## src/rtl/vcd_stream_reader.sv

```systemverilog
// vcd_stream_reader: byte-serial value-change dump parser.
// Rebuilds timestamps and scalar signal values from an ASCII stream.
module vcd_stream_reader #(
    parameter int          TIME_W  = 32,
    parameter int          IDX_W   = 3,
    parameter logic [7:0]  ID_BASE = 8'h21
) (
    input  logic                   clock,
    input  logic                   reset,
    input  logic                   in_valid,
    input  logic [7:0]             in_data,
    output logic                   in_ready,
    output logic                   time_valid,
    input  logic                   time_ready,
    output logic [TIME_W-1:0]      time_value,
    output logic                   chg_valid,
    output logic [IDX_W-1:0]       chg_index,
    output logic                   chg_xz,
    output logic [(1<<IDX_W)-1:0]  sig_value,
    output logic                   err,
    output logic [2:0]             err_code
);

    localparam int SIG_NUM = 1 << IDX_W;
    localparam int PW      = TIME_W + 4;

    localparam logic [2:0] E_CHAR  = 3'd1;
    localparam logic [2:0] E_OVF   = 3'd2;
    localparam logic [2:0] E_EMPTY = 3'd3;
    localparam logic [2:0] E_ID    = 3'd4;
    localparam logic [2:0] E_BACK  = 3'd5;

    typedef enum logic [1:0] {
        S_IDLE,
        S_TIME,
        S_VAL,
        S_SKIP
    } state_t;

    state_t              state_q, state_d;
    logic [TIME_W-1:0]   acc_q, acc_d;
    logic                dig_q, dig_d;
    logic                ovf_q, ovf_d;
    logic [TIME_W-1:0]   last_q, last_d;
    logic                bit_q, bit_d;
    logic                xz_q, xz_d;
    logic                tv_q, tv_d;
    logic [TIME_W-1:0]   tval_q, tval_d;
    logic                cv_q, cv_d;
    logic [IDX_W-1:0]    ci_q, ci_d;
    logic                cx_q, cx_d;
    logic [SIG_NUM-1:0]  sig_q, sig_d;
    logic                err_q, err_d;
    logic [2:0]          ec_q, ec_d;

    logic                accept;
    logic                is_ws;
    logic                is_dig;
    logic                is_val;
    logic [PW-1:0]       prod;
    logic                ovf_now;
    logic [8:0]          id_off;
    logic                id_ok;

    assign in_ready = !reset && (!tv_q || time_ready);
    assign accept   = in_valid && in_ready;

    // Byte classification and the next accumulator value.
    always_comb begin
        is_ws   = (in_data == 8'h20) || (in_data == 8'h09) ||
                  (in_data == 8'h0D) || (in_data == 8'h0A);
        is_dig  = (in_data >= 8'h30) && (in_data <= 8'h39);
        is_val  = (in_data == 8'h30) || (in_data == 8'h31) ||
                  (in_data == 8'h78) || (in_data == 8'h7A);
        prod    = ({4'b0, acc_q} * PW'(10)) + PW'(in_data[3:0]);
        ovf_now = |prod[PW-1:TIME_W];
        id_off  = {1'b0, in_data} - {1'b0, ID_BASE};
        id_ok   = id_off < 9'(SIG_NUM);
    end

    // Record parser: next state, accumulator and registered outputs.
    always_comb begin
        state_d = state_q;
        acc_d   = acc_q;
        dig_d   = dig_q;
        ovf_d   = ovf_q;
        last_d  = last_q;
        bit_d   = bit_q;
        xz_d    = xz_q;
        tv_d    = tv_q && !time_ready;
        tval_d  = tval_q;
        cv_d    = 1'b0;
        ci_d    = '0;
        cx_d    = 1'b0;
        sig_d   = sig_q;
        err_d   = 1'b0;
        ec_d    = 3'd0;
        if (accept) begin
            unique case (state_q)
                S_IDLE: begin
                    if (in_data == 8'h23) begin
                        state_d = S_TIME;
                        acc_d   = '0;
                        dig_d   = 1'b0;
                        ovf_d   = 1'b0;
                    end else if (is_val) begin
                        state_d = S_VAL;
                        bit_d   = (in_data == 8'h31);
                        xz_d    = in_data[6];
                    end else if (!is_ws) begin
                        state_d = S_SKIP;
                        err_d   = 1'b1;
                        ec_d    = E_CHAR;
                    end
                end
                S_TIME: begin
                    if (is_dig) begin
                        dig_d = 1'b1;
                        if (ovf_now) begin
                            acc_d = '1;
                            ovf_d = 1'b1;
                            if (!ovf_q) begin
                                err_d = 1'b1;
                                ec_d  = E_OVF;
                            end
                        end else begin
                            acc_d = prod[TIME_W-1:0];
                        end
                    end else if (is_ws) begin
                        state_d = S_IDLE;
                        if (!dig_q) begin
                            err_d = 1'b1;
                            ec_d  = E_EMPTY;
                        end else if (acc_q < last_q) begin
                            err_d = 1'b1;
                            ec_d  = E_BACK;
                        end else begin
                            tv_d   = 1'b1;
                            tval_d = acc_q;
                            last_d = acc_q;
                        end
                    end else begin
                        state_d = S_SKIP;
                        err_d   = 1'b1;
                        ec_d    = E_CHAR;
                    end
                end
                S_VAL: begin
                    if (id_ok) begin
                        state_d = S_IDLE;
                        sig_d[id_off[IDX_W-1:0]] = bit_q & ~xz_q;
                        cv_d    = 1'b1;
                        ci_d    = id_off[IDX_W-1:0];
                        cx_d    = xz_q;
                    end else begin
                        state_d = S_SKIP;
                        err_d   = 1'b1;
                        ec_d    = E_ID;
                    end
                end
                S_SKIP: begin
                    if (in_data == 8'h0A) begin
                        state_d = S_IDLE;
                    end
                end
                default: state_d = S_IDLE;
            endcase
        end
    end

    // State and output registers; reset drops any partial record.
    always_ff @(posedge clock or posedge reset) begin
        if (reset) begin
            state_q <= S_IDLE;
            acc_q   <= '0;
            dig_q   <= 1'b0;
            ovf_q   <= 1'b0;
            last_q  <= '0;
            bit_q   <= 1'b0;
            xz_q    <= 1'b0;
            tv_q    <= 1'b0;
            tval_q  <= '0;
            cv_q    <= 1'b0;
            ci_q    <= '0;
            cx_q    <= 1'b0;
            sig_q   <= '0;
            err_q   <= 1'b0;
            ec_q    <= 3'd0;
        end else begin
            state_q <= state_d;
            acc_q   <= acc_d;
            dig_q   <= dig_d;
            ovf_q   <= ovf_d;
            last_q  <= last_d;
            bit_q   <= bit_d;
            xz_q    <= xz_d;
            tv_q    <= tv_d;
            tval_q  <= tval_d;
            cv_q    <= cv_d;
            ci_q    <= ci_d;
            cx_q    <= cx_d;
            sig_q   <= sig_d;
            err_q   <= err_d;
            ec_q    <= ec_d;
        end
    end

    assign time_valid = tv_q;
    assign time_value = tval_q;
    assign chg_valid  = cv_q;
    assign chg_index  = ci_q;
    assign chg_xz     = cx_q;
    assign sig_value  = sig_q;
    assign err        = err_q;
    assign err_code   = ec_q;

endmodule

```

## config.mk

```make
export PLATFORM = sky130hd
export DESIGN_NAME = vcd_stream_reader
export DESIGN_NICKNAME = d
export VERILOG_FILES = /design/src/rtl/vcd_stream_reader.sv
export SDC_FILE = /design/constraint.sdc
export NUM_CORES = 1
export LEC_CHECK = 0
export CAP_MARGIN = 20
export CORE_UTILIZATION = 60
export CTS_CLUSTER_DIAMETER = 50
export CTS_CLUSTER_SIZE = 16
export DETAILED_ROUTE_END_ITERATION = 8
export GPL_ROUTABILITY_DRIVEN = 0
export PLACE_DENSITY = 0.82
export SLEW_MARGIN = 30
export SYNTH_ARGS = -nofsm -noshare
export SYNTH_HDL_FRONTEND = slang
export SYNTH_SLANG_ARGS = --single-unit
```

## constraint.sdc

```tcl
create_clock -name clock -period 5.2 [get_ports clock]
set_input_delay 0.78 -clock clock [delete_from_list [all_inputs] [get_ports clock]]
set_output_delay 0.78 -clock clock [all_outputs]
set_load 0.03 [all_outputs]
```

# Word-level counts from Yosys, hierarchy flattened
# Index checks and enable logic that the tools add are counted.
# classes
addsub	2
n_eq_ne	18
reduce_logical	24
mux	60
mul	1
bitwise	5
n_lt_le_gt_ge	6
# op_table
op	count
32-bit two-way mux	3
32-bit one-hot mux with 2 select lines	1
36-bit by 4-bit adder with 36-bit output	1
32-bit by 3-bit multiplier with 35-bit output (second input constant)	1
8-bit by 6-bit equality test with 1-bit output (second input constant)	4
32-bit less-than comparator	1
1-bit two-way mux	31
3-bit two-way mux	9
8-bit by 4-bit equality test with 1-bit output (second input constant)	3
2-bit two-way mux	9
8-bit by 7-bit equality test with 1-bit output (second input constant)	2
4-bit AND reduction	3
2-bit != test (second input constant)	5
9-bit by 4-bit less-than comparator with 1-bit output (second input constant)	1
3-bit one-hot mux with 3 select lines	1
8-bit by 6-bit subtractor with 9-bit output (second input constant)	1
8-bit bitwise mux	1
8-bit by 6-bit greater-or-equal comparator with 1-bit output (second input constant)	1
8-bit by 6-bit <= comparator with 1-bit output (second input constant)	1
2-bit one-hot mux with 4 select lines	1
1-bit logical OR	7
6-bit AND reduction	1
1-bit logical AND	5
5-bit AND reduction	1
15 further kinds	22
# totals
word_cells	130
out_inout_bits	51
regBits	88

# Depth between registers and ports, before layout
# depth
word_depth	9
depth_mapped	16
depth_no_buf	15

# Least setup slack after synthesis
# Ideal clock, no wire load.
# synth_path
path_kind	input port to flip-flop
start	in in_data[2]
end	reg acc_q[10]
setup_slack_ns	1.197
required_time_ns	5.118
setup_time_ns	0.082
t_arrival_ns	3.921
path_stages	15
cell_sequence	clkbuf_1 > inv_1 > fa_1 > nor2b_1 > o21ai_0 > or3_1 > and4b_1 > and2_1 > nand4_1 > nor3_2 > nor2_1 > mux2i_2 > nor2_4 > buf_4 > a31oi_1
# synth_between
elab_chain_len	5
elab_cells_between_ends	12
# synth_rtl
item	line	source
start, declared	11	input logic [7:0] in_data,
36-bit by 4-bit adder with 36-bit output	75	prod = ({4'b0, acc_q} * PW'(10)) + PW'(in_data[3:0]);
4-bit OR reduction	76	ovf_now = |prod[PW-1:TIME_W];
32-bit two-way mux	119	if (ovf_now) begin
32-bit two-way mux	117	if (is_dig) begin
32-bit one-hot mux with 2 select lines	99	unique case (state_q)
end signal, assigned	175	acc_q <= '0;
end signal, assigned	191	acc_q <= acc_d;
end, declared	41	logic [TIME_W-1:0] acc_q, acc_d;
# Parallel ways exist; a longest one is shown, timed or not. The select of a mux whose other input is x is not followed.
# A chain may end at the register's enable or synchronous reset.

# Worst setup path in the final report
# layout_path
start	reg acc_q[1]
end	reg acc_q[11]
# layout_between
elab_chain_len	6
# layout_rtl
item	line
32-bit by 3-bit multiplier with 35-bit output *	75
36-bit by 4-bit adder with 36-bit output *	75
4-bit OR reduction	76
32-bit two-way mux *	119
32-bit two-way mux *	117
32-bit one-hot mux with 2 select lines *	99
# Every way passes the cells marked *; elsewhere a longest branch is shown, timed or not. The select of a mux whose other input is x is not followed.

==> impl_metrics.env <==
export IMPL_drt_iter0_drc=513
export IMPL_vias_per_cell=6.476
export IMPL_syn_area_mm2=0.007366
export IMPL_netlist_instances=857
export IMPL_ant_nets=0
export IMPL_grt_pass1_wl_um=32110
export IMPL_status="finished, final reports clean"
export IMPL_cts_tree="done"
export IMPL_antenna_found_initial=0
export IMPL_slew_violations=0
export IMPL_max_cap_violations=0
export IMPL_coreArea_mm2=0.01201
export IMPL_dieWidth_um=112.8
export IMPL_cpMaxStageDelayCell="dfrtp_1"
export IMPL_synth_seq_cells=88
export IMPL_die_y_um=112.8
export IMPL_numCtsBuffers=9
export IMPL_dr_pass1_iters=5
export IMPL_portBuffers=62
export IMPL_grt_usage=0.3155
export IMPL_synthArstFlopShare=1.000
export IMPL_fmax_mhz=216.8
export IMPL_fp_row_count=40
export IMPL_end_kind="register"
export IMPL_drc=0
export IMPL_relSlewSlack=0.5090
export IMPL_clock_sinks=88
export IMPL_min_period_over_period=0.8869
export IMPL_hp_start="sig_value[3]$_DFFE_PP0P_"
export IMPL_fin_skew_ps=10.84
export IMPL_crit_reg2reg_capture="acc_q[11]$_DFFE_PP0P_"
export IMPL_worst_path_max_fanout=15
export IMPL_ff2ff_path_depth=15
export IMPL_synthToLayoutAreaGrowth_pct=14.54
export IMPL_cts_resized_gates=0
export IMPL_grt_max_degree=52
export IMPL_hold_path_depth=1
export IMPL_h_tree_depth=3
export IMPL_setup_violations_final=0
export IMPL_worstSetupPathType="reg -> reg"
export IMPL_wl_um=19220
export IMPL_final_cell_mix="nand2_1, ha_1, dfrtp_1, o21ai_0, clkdlybuf4s50_1"
export IMPL_grt_pass1_vias=6819
export IMPL_final_nets=1014
export IMPL_yosys_warnings=0
export IMPL_overflow=0
export IMPL_synth_nets=969
export IMPL_min_period_ps=4612
export IMPL_slowest_delay_ps=460
export IMPL_synth_edf_count=0
export IMPL_root_buffer="clkbuf_16"
export IMPL_final_common_cell="nand2_1"
export IMPL_finalSetupTns_ps=0
export IMPL_min_to="sig_value[3]$_DFFE_PP0P_"
export IMPL_worst_pin_slew_ps=736.4
export IMPL_wire_per_inst_um=18.23
export IMPL_syn_avg_cell_area_um2=8.595
export IMPL_arrival_ps=4880
export IMPL_crit_family="compound AO/OA/AOI/OAI gates"
export IMPL_hold_viol=0
export IMPL_ios=63
export IMPL_num_vias=6826
export IMPL_min_path_type="reg -> reg"
export IMPL_ys_types=73
export IMPL_start_util=0.6132
export IMPL_postCtsSetupRepairBufs=0
export IMPL_reg2reg_from="acc_q[1]$_DFFE_PP0P_"
export IMPL_holdBufCountCts=0
export IMPL_clk_pin_slew_ps=70
export IMPL_post_dp_hpwl_um=14030
export IMPL_ys_seq_area_frac=0.2990
export IMPL_clk_latency_ps=350
export IMPL_path_buf_inv=1
export IMPL_clock_path_buffers=2
export IMPL_die_area_mm2=0.01272
export IMPL_drive_gt1_frac=0.05954
export IMPL_cp_required_ps=5460
export IMPL_synth_top_flop_cell="dfrtp_1"
export IMPL_crit_chain="ha_1 > ha_1 > inv_1 > fa_1 > nor2b_1 > o31a_1 > o211ai_1 > a31oi_1 > o221ai_1 > xnor2_1 > nand4_1 > nor4b_2 > mux2i_2 > nor2_4 > a31oi_1"
export IMPL_crit_path_start_kind="register"
export IMPL_antennaDiodeCount=0
export IMPL_rsz0062_at_grt="no"
export IMPL_regToRegSetupSlack_ps=590
[how the worst max path moves through the flow]
stage	start	to	slack, ps	cells past startpoint
final	acc_q[1]$_DFFE_PP0P_	acc_q[11]$_DFFE_PP0P_	590	15
after global routing	acc_q[1]$_DFFE_PP0P_	err$_DFF_PP0_	360	15
after CTS	acc_q[1]$_DFFE_PP0P_	acc_q[11]$_DFFE_PP0P_	680	15
after detailed placement	in_data[2]	acc_q[2]$_DFFE_PP0P_	610	15
after global placement	in_data[2]	acc_q[2]$_DFFE_PP0P_	690	15
after floorplan	in_data[2]	acc_q[10]$_DFFE_PP0P_	1200	15
[state kept, by name, indices dropped and copies added (netlist names)]
| name | cells |
|---|---|
| acc_q | 32 |
| time_value | 32 |
| sig_value | 8 |
| chg_index | 3 |
| err_code | 3 |
| state_q | 2 |
| bit_q | 1 |
| chg_valid | 1 |
| chg_xz | 1 |
| dig_q | 1 |
| err | 1 |
| ovf_q | 1 |
| time_valid | 1 |
| xz_q | 1 |
[routing by layer]
| layer | routed length (µm) | part of all wire | vias to the layer above | track usage |
|---|---|---|---|---|
| met4 | 774 | 0.040 | 0 | 0.1609 |
| met2 | 9139 | 0.48 | 280 | 0.5305 |
| met3 | 1104 | 0.057 | 66 | 0.04339 |
| met5 | 0 | 0 | - | 0 |
| li1 | - | - | 3213 | - |
| met1 | 8200 | 0.43 | 3267 | 0.3983 |
[final cells by class]
type	instances	area, µm²
Clock buffer	9	225.2
Clock inverter	7	123.9
Fill cell	904	3575
Inverter	44	167.7
Multi-Input combinational cell	691	4868
Sequential cell	88	2202
Tap cell	147	183.9
Timing Repair Buffer	68	665.6
[logic make-up (layout without fill, tap and decap cells)]
group           after synthesis  after routing  synth area share
buf+inv                      78            128           0.04162
compound gates              239            239            0.2110
flops                        88             88            0.2990
fa+ha+maj                   100            100            0.1719
mux                          16             16           0.02412
xor+xnor                     49             49           0.05826
simple gates                287            287            0.1942
[stage by stage]
| stage | utilization | hold WS (ps) | worst slack (ps) | cell area, µm² | instances |
|---|---|---|---|---|---|
| final | 0.7024 | 520.0 | 588.0 | 8437 | 1054 |
| after global routing | 0.7024 | 540.2 | 357.8 | 8437 | 1054 |
| after CTS | 0.7023 | 524.5 | 676.7 | 8436 | 1054 |
| after detailed placement | 0.6732 | 500.2 | 606.5 | 8087 | 1038 |
| after global placement | 0.6732 | 485.9 | 687.3 | 8087 | 1038 |
| after floorplan | - | 472.6 | 1197 | 7366 | 857 |
[worst reg2reg max path, stage by stage (launching register included)]
cell	delay [ps]
dfrtp_1	460
ha_1	330
ha_1	220
inv_1	70
fa_1	400
nor2b_1	210
o31a_1	240
o211ai_1	230
a31oi_1	360
o221ai_1	210
xnor2_1	380
nand4_1	170
nor4b_2	380
mux2i_2	460
nor2_4	170
a31oi_1	240
[cell usage after synthesis, drive strengths merged (7+ instances only)]
cell type	instances	share of area
o211ai	7	0.0071
clkbuf	30	0.015
a211oi	10	0.011
dfrtp	88	0.30
a31oi	20	0.017
a22oi	11	0.011
nand2	104	0.053
ha	98	0.17
and2	16	0.014
mux2	11	0.017
nand3	19	0.013
inv	44	0.022
xnor2	27	0.032
o21ai	81	0.057
nor2b	8	0.0068
o21a	8	0.0082
a21o	24	0.024
nor3	14	0.010
nor2	55	0.029
xor2	22	0.026
a21oi	45	0.031
nand4	24	0.020
nor3b	7	0.0071
Power is left out: the tool's default activity adds up to more than one toggle a clock period on the data nets, which glitch-free logic cannot reach.
